==> src/rtl/x86_length_decoder.sv <==
// x86_length_decoder: combinational x86-64 instruction length decoder.
// Examines a 15-byte window (byte 0 in the top bits) and reports the
// length and fields of the leading instruction. A registered counter
// tallies the cycles in which a supported instruction was decoded.
module x86_length_decoder (
    input  logic         clk,
    input  logic         reset,
    input  logic         in_valid,
    input  logic [119:0] bytes,
    output logic [3:0]   len,
    output logic         ok,
    output logic [7:0]   opcode,
    output logic         two_byte,
    output logic         has_modrm,
    output logic [2:0]   disp_len,
    output logic [3:0]   imm_len,
    output logic [3:0]   prefix_cnt,
    output logic         rex_w,
    output logic [31:0]  inst_count
);
    localparam int WIN = 15;

    // Byte k of the window; positions at or past the window end read as 00.
    // Any field landing there pushes the total past 15, so the value is moot.
    function automatic logic [7:0] win_byte(input logic [119:0] w, input logic [5:0] k);
        logic [7:0] b;
        b = 8'h00;
        for (int i = 0; i < WIN; i++) begin
            if (k == 6'(i)) b = w[119-8*i -: 8];
        end
        return b;
    endfunction

    function automatic logic is_prefix(input logic [7:0] b);
        logic p;
        case (b)
            8'hF0, 8'hF2, 8'hF3, 8'h2E, 8'h36, 8'h3E,
            8'h26, 8'h64, 8'h65, 8'h66, 8'h67: p = 1'b1;
            default:                            p = 1'b0;
        endcase
        return p;
    endfunction

    logic [3:0]  w_pcnt;
    logic        w_osz16;
    logic [7:0]  w_rex_byte;
    logic        w_rex;
    logic        w_w;
    logic [5:0]  w_opos;
    logic [7:0]  w_b0;
    logic        w_esc;
    logic [7:0]  w_opc;
    logic [5:0]  w_mpos;
    logic [7:0]  w_modrm;
    logic [7:0]  w_sib;
    logic [3:0]  w_immz;
    logic        w_valid;
    logic        w_need_modrm;
    logic [3:0]  w_imm;
    logic        w_has_sib;
    logic [2:0]  w_disp;
    logic [5:0]  w_total;
    logic        w_ok;
    logic [31:0] r_inst_count;

    // Count the leading run of legacy prefixes and note whether 66 is in it.
    always_comb begin
        logic w_run;
        w_run   = 1'b1;
        w_pcnt  = 4'd0;
        w_osz16 = 1'b0;
        for (int i = 0; i < WIN; i++) begin
            if (w_run && is_prefix(bytes[119-8*i -: 8])) begin
                w_pcnt = w_pcnt + 4'd1;
                if (bytes[119-8*i -: 8] == 8'h66) w_osz16 = 1'b1;
            end else begin
                w_run = 1'b0;
            end
        end
    end

    // A REX byte is only recognised directly after the prefix run.
    assign w_rex_byte = win_byte(bytes, {2'b00, w_pcnt});
    assign w_rex      = (w_pcnt < 4'd15) && ((w_rex_byte & 8'hF0) == 8'h40);
    assign w_w        = w_rex && w_rex_byte[3];
    assign w_opos     = {2'b00, w_pcnt} + {5'd0, w_rex};
    assign w_b0       = win_byte(bytes, w_opos);
    assign w_esc      = (w_b0 == 8'h0F);
    assign w_opc      = w_esc ? win_byte(bytes, w_opos + 6'd1) : w_b0;
    assign w_mpos     = w_opos + (w_esc ? 6'd2 : 6'd1);
    assign w_modrm    = win_byte(bytes, w_mpos);
    assign w_sib      = win_byte(bytes, w_mpos + 6'd1);
    // REX.W overrides the 66 operand-size prefix.
    assign w_immz     = (w_osz16 && !w_w) ? 4'd2 : 4'd4;

    // Classify the opcode: supported or not, ModRM presence, immediate size.
    always_comb begin
        w_valid      = 1'b1;
        w_need_modrm = 1'b0;
        w_imm        = 4'd0;
        if (w_esc) begin
            case (w_opc) inside
                8'h05, 8'h0B, 8'hA2: begin
                end
                [8'h10:8'h17], 8'h1F, [8'h28:8'h2F], [8'h40:8'h4F], [8'h90:8'h9F],
                8'hAF, 8'hB6, 8'hB7, 8'hBE, 8'hBF:
                    w_need_modrm = 1'b1;
                [8'h80:8'h8F]:
                    w_imm = 4'd4;
                default:
                    w_valid = 1'b0;
            endcase
        end else begin
            case (w_opc) inside
                8'h27, 8'h2F, 8'h37, 8'h3F:
                    w_valid = 1'b0;
                [8'h00:8'h3F]: begin
                    case (w_opc[2:0])
                        3'd0, 3'd1, 3'd2, 3'd3: w_need_modrm = 1'b1;
                        3'd4:                   w_imm = 4'd1;
                        3'd5:                   w_imm = w_immz;
                        default:                w_valid = 1'b0;
                    endcase
                end
                [8'h50:8'h5F], [8'h90:8'h99], 8'h9C, 8'h9D, 8'hC3, 8'hC9, 8'hCC, 8'hF4: begin
                end
                8'h63, [8'h84:8'h8F], [8'hD0:8'hD3], 8'hFE, 8'hFF:
                    w_need_modrm = 1'b1;
                8'h68, 8'hA9:
                    w_imm = w_immz;
                8'h69, 8'h81, 8'hC7: begin
                    w_need_modrm = 1'b1;
                    w_imm        = w_immz;
                end
                8'h6A, [8'h70:8'h7F], 8'hEB, 8'hA8, [8'hB0:8'hB7], 8'hCD:
                    w_imm = 4'd1;
                8'h6B, 8'h80, 8'h83, 8'hC0, 8'hC1, 8'hC6: begin
                    w_need_modrm = 1'b1;
                    w_imm        = 4'd1;
                end
                8'hC2:
                    w_imm = 4'd2;
                8'hE8, 8'hE9:
                    w_imm = 4'd4;
                [8'hB8:8'hBF]:
                    w_imm = w_w ? 4'd8 : w_immz;
                8'hF6: begin
                    w_need_modrm = 1'b1;
                    w_imm        = (w_modrm[5:3] < 3'd2) ? 4'd1 : 4'd0;
                end
                8'hF7: begin
                    w_need_modrm = 1'b1;
                    w_imm        = (w_modrm[5:3] < 3'd2) ? w_immz : 4'd0;
                end
                default:
                    w_valid = 1'b0;
            endcase
        end
    end

    // Decode ModRM addressing into SIB presence and displacement size.
    always_comb begin
        w_has_sib = 1'b0;
        w_disp    = 3'd0;
        if (w_need_modrm && (w_modrm[7:6] != 2'b11)) begin
            w_has_sib = (w_modrm[2:0] == 3'b100);
            case (w_modrm[7:6])
                2'b00: begin
                    // disp32 with no base: SIB.base=101, or RIP-relative rm=101.
                    if (w_has_sib ? ((w_sib & 8'h07) == 8'h05) : (w_modrm[2:0] == 3'b101))
                        w_disp = 3'd4;
                end
                2'b01:   w_disp = 3'd1;
                default: w_disp = 3'd4;
            endcase
        end
    end

    assign w_total = w_mpos + {5'd0, w_need_modrm} + {5'd0, w_has_sib}
                   + {3'd0, w_disp} + {2'd0, w_imm};
    assign w_ok    = reset && in_valid && w_valid && (w_total <= 6'd15);

    assign ok         = w_ok;
    assign len        = w_ok ? w_total[3:0] : 4'd0;
    assign opcode     = w_opc;
    assign two_byte   = w_esc;
    assign has_modrm  = w_need_modrm;
    assign disp_len   = w_disp;
    assign imm_len    = w_imm;
    assign prefix_cnt = w_pcnt;
    assign rex_w      = w_w;
    assign inst_count = r_inst_count;

    // Retired-instruction counter; wraps naturally at 2^32.
    always_ff @(posedge clk or negedge reset) begin
        if (!reset) begin
            r_inst_count <= 32'd0;
        end else if (w_ok) begin
            r_inst_count <= r_inst_count + 32'd1;
        end
    end
endmodule

==> config.mk <==
export PLATFORM = sky130hd
export DESIGN_NAME = x86_length_decoder
export DESIGN_NICKNAME = d
export VERILOG_FILES = /design/src/rtl/x86_length_decoder.sv
export SDC_FILE = /design/constraint.sdc
export NUM_CORES = 1
export LEC_CHECK = 0
export BUFFER_PORTS_ARGS = -buffer_cell sky130_fd_sc_hd__clkbuf_2
export CAP_MARGIN = 15
export CORE_UTILIZATION = 39
export CTS_CLUSTER_DIAMETER = 30
export DETAILED_ROUTE_END_ITERATION = 16
export GPL_TIMING_DRIVEN = 0
export HOLD_SLACK_MARGIN = 0.1
export PLACE_DENSITY = 0.69
export SETUP_SLACK_MARGIN = 0.05
export SLEW_MARGIN = 40
export SYNTH_ARGS = -nofsm -noshare
export SYNTH_HDL_FRONTEND = slang
export SYNTH_SLANG_ARGS = --single-unit
==> constraint.sdc <==
create_clock -name clk -period 22.1 [get_ports clk]
set_clock_uncertainty 0.05 [all_clocks]
set_input_delay 2.21 -clock clk [delete_from_list [all_inputs] [get_ports clk]]
set_output_delay 2.21 -clock clk [all_outputs]
set_load 0.03 [all_outputs]
# Word-level counts from Yosys, hierarchy flattened
# Index checks and enable logic that the tools add are counted.
# classes
n_mux	212
reduce_logical	69
div_mod_pow	0
n_bitwise	0
n_addsub	23
n_shift	0
n_eq_ne	289
order_cmp	27
multipliers	0
# ops
op	count
== test 8 bit, second input constant	75
== test 8 x 7 -> 1 bit, second input constant	65
== test 8 x 6 -> 1 bit, second input constant	64
2-to-1 mux 8 bit	61
OR reduction 11 bit	15
== test 6 x 4 -> 1 bit, second input constant	21
2-to-1 mux 4 bit	28
2-to-1 mux 1 bit	96
== test 6 x 3 -> 1 bit, second input constant	12
2-to-1 mux 3 bit	24
adder 4 x 1 -> 4 bit, second input constant	14
greater-or-equal comparator 8 bit, second input constant	6
<= comparator 8 bit, second input constant	6
== test 6 x 2 -> 1 bit, second input constant	6
== test 5 x 4 -> 1 bit, second input constant	7
logical AND 1 bit	34
adder 32 x 1 -> 32 bit, second input constant	1
== test 4 bit, second input constant	7
greater-or-equal comparator 8 x 7 -> 1 bit, second input constant	3
<= comparator 8 x 7 -> 1 bit, second input constant	3
logical NOT 6 bit	4
== test 4 x 3 -> 1 bit, second input constant	5
== test 5 x 3 -> 1 bit, second input constant	4
== test 6 x 1 -> 1 bit, second input constant	3
40 further kinds	56
# word_totals
wordCells	621
output_inout_bits	59
memories	0
mem_bits_ro	0
latchBits	0
ramBits	0
reg_bits	32

# Depth between registers and ports, before layout
# Gate-level depths: netlist of the first run.
# depth
word_depth	106
depth_mapped	90
mapped_depth_nobuf	83

# Worst setup path after synthesis of the first run
# No wires, ideal clock.
# synth_timing
kind	input port to output port
from	in bytes[119]
to	out len[0]
setup_slack_ps	306
path_buffers	10
path_stages	80
t_required_ps	19840
arrival_time_ps	19534
cell_sequence	nor4b_1 > nor3_1 > or4b_2 > a21oi_1 > ha_1 > inv_1 > a21oi_1 > ha_1 > inv_1 > mux2_2 > ha_1 > inv_1 > nand2_1 > o21ai_0 > ha_1 > or3b_1 > a41oi_1 > o21ai_0 > [... 44 more ...] > a32o_1 > a221oi_1 > a21oi_1 > o21a_1 > nand2_1 > nor2_1 > fa_1 > fa_1 > fa_1 > a21o_1 > a21oi_1 > a31oi_1 > nor2_1 > o211ai_1 > or2_1 > buf_2 > inv_2 > and2_1
# synth_lines
element	line	rtl
from (decl)	9	input logic [119:0] bytes,
== test 8 x 7 -> 1 bit, or another cell as far along	36	case (b)
OR reduction 11 bit	36	
2-to-1 mux 1 bit	36	
2-to-1 mux 1 bit	73	if (w_run && is_prefix(bytes[119-8*i -: 8])) begin
adder 4 x 1 -> 4 bit or logical AND 1 bit (tied branches)	74, 73	
2-to-1 mux 4 bit or 2-to-1 mux 1 bit (tied branches)	73	
adder 4 x 1 -> 4 bit or logical AND 1 bit (tied branches)	74, 73	
2-to-1 mux 4 bit or 2-to-1 mux 1 bit (tied branches)	73	
[... 80 more ...]	n/a	
2-to-1 mux 3 bit (*)	165	if (w_need_modrm && (w_modrm[7:6] != 2'b11)) begin
net disp_len[0]	15	output logic [2:0] disp_len,
adder 6 x 3 -> 6 bit (*)	180	+ {3'd0, w_disp} + {2'd0, w_imm};
adder 6 x 4 -> 6 bit (*)	180	
<= comparator 6 x 4 -> 1 bit (*)	181	assign w_ok = reset && in_valid && w_valid && (w_total <= 6'd15);
logical AND 1 bit (*)	181	
net ok	11	output logic ok,
2-to-1 mux 4 bit (*)	184	assign len = w_ok ? w_total[3:0] : 4'd0;
to (decl)	10	output logic [3:0] len,
# The timed path passes the listed nets; every way through them passes the cells marked *.

# Worst setup path in the final report of the first run
# layout_timing
from	in bytes[118]
to	out len[3]
# layout_via
elab_chain_len	106
# layout_lines
element	line	rtl
== test 8 x 7 -> 1 bit, or another cell as far along	36, 75	
OR reduction 11 bit	36	
2-to-1 mux 1 bit	36	
2-to-1 mux 1 bit	73	
adder 4 x 1 -> 4 bit or logical AND 1 bit (tied branches)	74, 73	
2-to-1 mux 4 bit or 2-to-1 mux 1 bit (tied branches)	73	
adder 4 x 1 -> 4 bit or logical AND 1 bit (tied branches)	74, 73	
2-to-1 mux 4 bit or 2-to-1 mux 1 bit (tied branches)	73	
[... 79 more ...]	n/a	
2-to-1 mux 3 bit	153	w_imm = (w_modrm[5:3] < 3'd2) ? w_immz : 4'd0;
2-to-1 mux 3 bit (2 in a row)	114	case (w_opc) inside
2-to-1 mux 4 bit (11 in a row)	114	
2-to-1 mux 4 bit	101	if (w_esc) begin
adder 6 x 4 -> 6 bit	180	
<= comparator 6 x 4 -> 1 bit	181	
logical AND 1 bit	181	
2-to-1 mux 4 bit (*)	184	
# Every way passes the cells marked *; elsewhere a longest branch is shown, timed or not.

==> results.sh, run 1 <==
export IMPL_ys_seq_area_share_pct=7.29
export IMPL_drt_drc_violations_left=0
export IMPL_reg2reg_setup_slack_ps=18240
export IMPL_gr_total_overflow=0
export IMPL_whs_ps=423
export IMPL_detailedRoute_firstIterationViolations=1966
export IMPL_asr_flop_ratio_synth_pct=100
export IMPL_reg_to_reg_startpoint="inst_count[3]"
export IMPL_syn_inst=1559
export IMPL_floorplan_initialDensity_pct=39.6
export IMPL_grt_setup_unrepaired="true"
export IMPL_worst_endpoint_arrival_ps=19430
export IMPL_cts_reportedPaths_clkPinSlew_ps=50
export IMPL_die_w_um=170
export IMPL_tritoncts="built"
export IMPL_synth_seq_cells=32
export IMPL_final_hold_violation_count=0
export IMPL_min_delay_path_class="reg2reg"
export IMPL_clk_latency_ps=270
export IMPL_cts_path_max_buffers=2
export IMPL_cts_max_level=2
export IMPL_slowest_delay_ps=800
export IMPL_die_height_um=170
export IMPL_drt_pre_antenna_iters=8
export IMPL_fp_coreArea_mm2=0.0278
export IMPL_launch_point_of_the_critical_path="bytes[118]"
export IMPL_worst_setup_path_start_kind="input port"
export IMPL_cp_slowest_cell="sky130_fd_sc_hd__a2111oi_1"
export IMPL_rows=61
export IMPL_worst_r2r_cell_count=17
export IMPL_proportion_of_layout_cells_with_a_drive_suffix_above_1_pct=28.7
export IMPL_final_cell_area_mm2=0.0139
export IMPL_critPathMaxFanout=10
export IMPL_drtAntennaViolNets=0
export IMPL_route_final_wire_length_um=70300
export IMPL_synthesis_area_per_instance_um2=7.05
export IMPL_design_die_area_mm2=0.0289
export IMPL_run_status="finished, final reports clean"
export IMPL_worst_r2r_endpoint="inst_count[29]"
export IMPL_synth_enable_flop_cells=0
export IMPL_power_per_cell_area_mw_per_mm2=29.9
export IMPL_cts_made_buffers=5
export IMPL_netlist_top_cells_area="sky130_fd_sc_hd__dfrtp_1 (7.3%), sky130_fd_sc_hd__nand2_1 (5.2%), sky130_fd_sc_hd__nor2_1 (5.0%)"
export IMPL_boundaryPins=182
export IMPL_placed_cell_area_mm2=0.0124
export IMPL_layout_nets=1949
export IMPL_first_global_vias=14485
export IMPL_place_hpwl_um=54300
export IMPL_routedWlPerCell_um=32.2
export IMPL_flip_flop_count_of_the_largest_register_after_layout=32
export IMPL_post_synth_instance_area_mm2=0.0110
export IMPL_worst_ir_drop_vdd_uv=33.7
export IMPL_yosys_warnings=0
export IMPL_finalSetupViolations=0
export IMPL_io_buffers=177
export IMPL_synthDistinctLibCells=122
export IMPL_maxClockFrequency_ghz=0.0461
export IMPL_synthDominantCellAreaShare_pct=7.29
export IMPL_drt_vias_per_instance=7.23
export IMPL_route_vias_total=15761
export IMPL_global_route_usage_total_pct=47.2
export IMPL_critPathRequiredTime_ps=19840
export IMPL_slew_headroom_pct=32.8
export IMPL_final_cell_count_no_fill=2179
export IMPL_antenna_found_initial=1
export IMPL_syn_nets=1709
export IMPL_worst_slew_pin_transition_ps=1000
export IMPL_grt_max_degree=34
export IMPL_cts_root_buffer_cell="sky130_fd_sc_hd__clkbuf_16"
export IMPL_first_pass_grt_wire_length_um=99700
export IMPL_period_minus_slack_ps=21690
export IMPL_max_cap_viol_count=0
export IMPL_cts_hold_fix_buffers=0
export IMPL_place_detailed_instances=2115
export IMPL_worst_setup_path_endpoint="len[3]"
export IMPL_areaGrowthSynthToFinish_pct=26.4
export IMPL_classification_of_the_worst_setup_path="in2out"
export IMPL_critPathCaptureType="primary output"
export IMPL_finalCritPeriodShare_pct=98.2
export IMPL_slew_violations=0
export IMPL_power_static_leakage_nw=5.51
export IMPL_cts_sinks=32
export IMPL_synth_top_flop_cell="sky130_fd_sc_hd__dfrtp_1"
export IMPL_gp_congestion=1.05
export IMPL_synth_top_area_cell="sky130_fd_sc_hd__dfrtp_1"
-- critical path: cells and delay by family --
kind | cells | cell delay [ps]
xor gates and xnor gates | 1 | 200
AOI/OAI and AO/OA | 29 | 6210
adders and majority gates | 11 | 3450
and+or+nand+nor | 17 | 4030
muxes | 5 | 1290
buffers and inverters | 12 | 1970
-- repair_timing --
item | in CTS | in global routing
endpoints found under the setup margin | 44 | 5
pin swaps | 21 | 33
gates resized for setup | 130 | 101
gates cloned | 0 | 0
setup buffers | 27 | 30
-- how the worst min path moves through the flow --
stage          cells past startpoint             end  slack [ps]      startpoint
2_1_floorplan                      1  inst_count[31]         600  inst_count[31]
3_3_place_gp                       1  inst_count[31]         420  inst_count[31]
3_5_place_dp                       1  inst_count[31]         420  inst_count[31]
4_1_cts                            1  inst_count[31]         430  inst_count[31]
5_1_grt                            1  inst_count[10]         450  inst_count[10]
6_report                           1  inst_count[31]         420  inst_count[31]
-- layout by cell type, fill, tap and decap left out, drive strengths merged, types with 20 or more instances in the layout --
| cell | instances |
|---|---|
| clkbuf | 222 |
| nand2 | 153 |
| nor2 | 150 |
| buf | 101 |
| o21ai | 95 |
| a21oi | 93 |
| nand3 | 72 |
| nor3 | 65 |
| inv | 64 |
| nor4 | 34 |
| dfrtp | 32 |
| mux2i | 32 |
| xnor2 | 32 |
| o211ai | 30 |
| a211oi | 30 |
| xor2 | 28 |
| nand4 | 27 |
| and3 | 27 |
| o22ai | 25 |
| and2 | 23 |
| o221ai | 23 |
| ha | 23 |
| a31oi | 21 |
| nor2b | 20 |
| mux2 | 20 |
| a22oi | 20 |
-- through the flow --
stage	total power, W	util, %	worst slack (ps)	TNS (ps)
3_3_place_gp	0.000307	44.5	-5460	-150590
3_5_place_dp	0.000309	44.7	-4490	-108260
5_1_grt	0.000429	50.0	-112	-401
6_report	0.000416	50.0	409	0
2_1_floorplan	0.000210	-	306	0
4_1_cts	0.000394	47.6	63.2	0
-- layer usage --
metal,part of all wire [%],GRT usage [%],vias up
met5,0,0,-
met4,11,41.0,0
met3,11,11.3,382
met2,42,72.7,1281
met1,36,54.9,7523
li1,-,-,6575
-- synthesized netlist by cell type, types with 11 or more instances --
| cell type | count |
|---|---|
| sky130_fd_sc_hd__a211oi_1 | 29 |
| sky130_fd_sc_hd__a21o_1 | 11 |
| sky130_fd_sc_hd__a21oi_1 | 92 |
| sky130_fd_sc_hd__a22oi_1 | 18 |
| sky130_fd_sc_hd__a31oi_1 | 21 |
| sky130_fd_sc_hd__and2_1 | 23 |
| sky130_fd_sc_hd__and3_1 | 27 |
| sky130_fd_sc_hd__buf_2 | 21 |
| sky130_fd_sc_hd__clkbuf_1 | 50 |
| sky130_fd_sc_hd__dfrtp_1 | 32 |
| sky130_fd_sc_hd__ha_1 | 23 |
| sky130_fd_sc_hd__inv_1 | 61 |
| sky130_fd_sc_hd__mux2_2 | 18 |
| sky130_fd_sc_hd__mux2i_1 | 31 |
| sky130_fd_sc_hd__mux4_2 | 18 |
| sky130_fd_sc_hd__nand2_1 | 151 |
| sky130_fd_sc_hd__nand2b_1 | 18 |
| sky130_fd_sc_hd__nand3_1 | 69 |
| sky130_fd_sc_hd__nand4_1 | 26 |
| sky130_fd_sc_hd__nor2_1 | 147 |
| sky130_fd_sc_hd__nor2b_1 | 20 |
| sky130_fd_sc_hd__nor3_1 | 59 |
| sky130_fd_sc_hd__nor4_1 | 24 |
| sky130_fd_sc_hd__nor4bb_1 | 12 |
| sky130_fd_sc_hd__o211ai_1 | 30 |
| sky130_fd_sc_hd__o21ai_0 | 78 |
| sky130_fd_sc_hd__o21ai_1 | 14 |
| sky130_fd_sc_hd__o221ai_1 | 23 |
| sky130_fd_sc_hd__o22ai_1 | 25 |
| sky130_fd_sc_hd__o31ai_1 | 13 |
| sky130_fd_sc_hd__or3_1 | 11 |
| sky130_fd_sc_hd__xnor2_1 | 31 |
| sky130_fd_sc_hd__xor2_1 | 27 |
-- cell families (layout without fill, tap and decap cells) --
family | Yosys count | count (layout) | share of synthesized area, %
compound gates | 512 | 512 | 33.6
xor+xnor | 63 | 63 | 5.63
fa+ha+maj | 27 | 27 | 3.35
buf+inv | 153 | 394 | 5.71
flops | 32 | 32 | 7.29
mux | 70 | 70 | 8.80
other cells | 1 | 2 | 0.0341
simple gates | 701 | 701 | 35.5
-- where the power goes --
group,internal [W],switching [W]
logic,0.0000838,0.000180
clock network,0.0000529,0.0000237
registers,0.0000665,0.00000866
total,0.000203,0.000212
-- final cells by class --
class / instances / area (um2)
sequential: 32 / 801
fill: 2876 / 13900
inverter: 69 / 269
buffer: 82 / 536
clock inverter: 2 / 35.0
antenna: 1 / 2.50
clock buffer: 6 / 129
tap: 378 / 473
multi-input combinational: 1374 / 10300
timing repair buffer: 235 / 1350
(Power assumes the default switching activity.)
==> run 2, diff against run 1 <==
CORE_MARGIN = 2   (was unset)
CORE_UTILIZATION = 48   (was 39)
PLACE_DENSITY = 0.8   (was 0.69)
==> results.sh, run 2 (synthesis results as in run 1) <==
export IMPL_place_hpwl_um=50600
export IMPL_gr_total_overflow=0
export IMPL_rows=55
export IMPL_grt_max_degree=34
export IMPL_floorplan_initialDensity_pct=48.7
export IMPL_flip_flop_count_of_the_largest_register_after_layout=32
export IMPL_cts_path_max_buffers=2
export IMPL_first_pass_grt_wire_length_um=95000
export IMPL_drtAntennaViolNets=0
export IMPL_slew_violations=0
export IMPL_detailedRoute_firstIterationViolations=2545
export IMPL_min_delay_path_class="reg2reg"
export IMPL_classification_of_the_worst_setup_path="in2out"
export IMPL_min_from="inst_count[31]"
export IMPL_critPathRequiredTime_ps=19840
export IMPL_cp_slowest_cell="sky130_fd_sc_hd__or4b_4"
export IMPL_finalCritPeriodShare_pct=99.0
export IMPL_placed_cell_area_mm2=0.0123
export IMPL_boundaryPins=182
export IMPL_power_per_cell_area_mw_per_mm2=30.3
export IMPL_worst_r2r_cell_count=17
export IMPL_maxClockFrequency_ghz=0.0457
export IMPL_critPathMaxFanout=10
export IMPL_run_status="finished, final reports clean"
export IMPL_critPathCaptureType="primary output"
export IMPL_drt_drc_violations_left=0
export IMPL_clk_latency_ps=280
export IMPL_cts_max_level=2
export IMPL_io_buffers=177
export IMPL_die_height_um=155
export IMPL_reg_to_reg_startpoint="inst_count[3]"
export IMPL_mostFrequentLayoutCell="sky130_fd_sc_hd__clkbuf_2"
export IMPL_drt_pre_antenna_iters=6
export IMPL_max_cap_viol_count=0
export IMPL_cts_root_buffer_cell="sky130_fd_sc_hd__clkbuf_16"
export IMPL_launch_point_of_the_critical_path="bytes[112]"
export IMPL_route_vias_total=16112
export IMPL_finalSetupViolations=0
export IMPL_antenna_found_initial=2
export IMPL_die_w_um=155
export IMPL_routedWlPerCell_um=32.0
export IMPL_placement_setup_worst_slack_ps=-4860
export IMPL_proportion_of_layout_cells_with_a_drive_suffix_above_1_pct=28.5
export IMPL_slew_headroom_pct=32.9
export IMPL_cts_made_buffers=5
export IMPL_tritoncts="built"
export IMPL_power_static_leakage_nw=5.49
export IMPL_layout_nets=1947
export IMPL_cts_sinks=32
export IMPL_worst_setup_path_start_kind="input port"
export IMPL_cts_hold_fix_buffers=0
export IMPL_areaGrowthSynthToFinish_pct=24.8
export IMPL_route_final_wire_length_um=66800
export IMPL_worst_ir_drop_vdd_uv=52.0
export IMPL_period_minus_slack_ps=21880
export IMPL_min_path_cells=1
export IMPL_gp_congestion=1.11
export IMPL_layout_cells_most_common_list="sky130_fd_sc_hd__clkbuf_2 (184), sky130_fd_sc_hd__nand2_1 (145), sky130_fd_sc_hd__nor2_1 (138), sky130_fd_sc_hd__a21oi_1 (83), sky130_fd_sc_hd__buf_4 (71)"
export IMPL_fp_coreArea_mm2=0.0226
export IMPL_slowest_delay_ps=600
export IMPL_worst_slew_pin_transition_ps=1000
export IMPL_finalWorstSetupSlack_ps=225
export IMPL_path_common_cell="sky130_fd_sc_hd__nand2_1"
export IMPL_design_die_area_mm2=0.0241
export IMPL_final_hold_violation_count=0
export IMPL_drt_vias_per_instance=7.73
export IMPL_first_global_vias=14522
export IMPL_worst_endpoint_arrival_ps=19620
export IMPL_final_cell_area_mm2=0.0137
export IMPL_cts_reportedPaths_clkPinSlew_ps=50
export IMPL_global_route_usage_total_pct=52.5
## run 2: changes by cell type in the layout (fill, tap and decap cells not counted), moves of 3 or more
cell | before | now
sky130_fd_sc_hd__buf_6 | 9 | 5
sky130_fd_sc_hd__o21ai_2 | 10 | 7
sky130_fd_sc_hd__clkbuf_2 | 181 | 184
sky130_fd_sc_hd__o21ai_1 | 13 | 17
## run 2: power by group
| part | total, W | internal (W) | switching (W) |
|---|---|---|---|
| Clock | 0.0000780 | 0.0000530 | 0.0000250 |
| Combinational | 0.000261 | 0.0000832 | 0.000178 |
| Sequential | 0.0000766 | 0.0000665 | 0.0000101 |
| Total | 0.000416 | 0.000203 | 0.000213 |
## run 2: routing by layer
layer	GRT usage (%)	up-vias	share of wire, %
li1	-	6580	-
met4	38.3	2	10
met5	0	-	0.073
met1	64.1	7492	34
met2	78.1	1556	40
met3	16.1	482	15
## run 2: final timing paths
check	end	slack, ps
worst max-delay path	len[3]	220
worst min-delay path	inst_count[31]	420
worst max register to register	inst_count[29]	18070
worst min register to register	inst_count[31]	420
max in group asynchronous	inst_count[30]	19580
min in group asynchronous	inst_count[16]	1950
## run 2: worst max-delay path, delay by kind of cell
| family | cells | cell delay [ps] |
|---|---|---|
| AO/OA/AOI/OAI | 26 | 4740 |
| XOR/XNOR | 2 | 510 |
| adder cells (fa/ha/maj) | 12 | 3800 |
| buffers and inverters | 13 | 2270 |
| multiplexers | 5 | 1020 |
| AND/OR/NAND/NOR | 23 | 5050 |
## run 2: layout make-up
type                       count  area (um2)
antenna                        1        2.50
buffer                        83         513
clock buffer                   6         129
clock inverter                 2        35.0
fill                        2062        8860
inverter                      69         269
multi-input combinational   1374       10300
sequential                    32         801
tap                          285         357
timing repair buffer         232        1310
## run 2: timing repair
item,4_1_cts,5_1_grt
resized for setup,130,106
pin swaps,24,43
buffers inserted,24,31
setup endpoints to repair,46,5
## run 2: stage by stage
stage | TNS, ps | std cells | total power (W) | utilization, % | hold slack, ps
5_1_grt | -763 | 2083 | 0.000427 | 60.8 | 443
2_1_floorplan | 0 | 1559 | 0.000210 | - | 604
4_1_cts | 0 | 2052 | 0.000392 | 58.1 | 426
3_3_place_gp | -151970 | 2021 | 0.000300 | 54.2 | 413
6_report | 0 | 2084 | 0.000416 | 60.8 | 422
3_5_place_dp | -124130 | 2021 | 0.000303 | 54.5 | 415
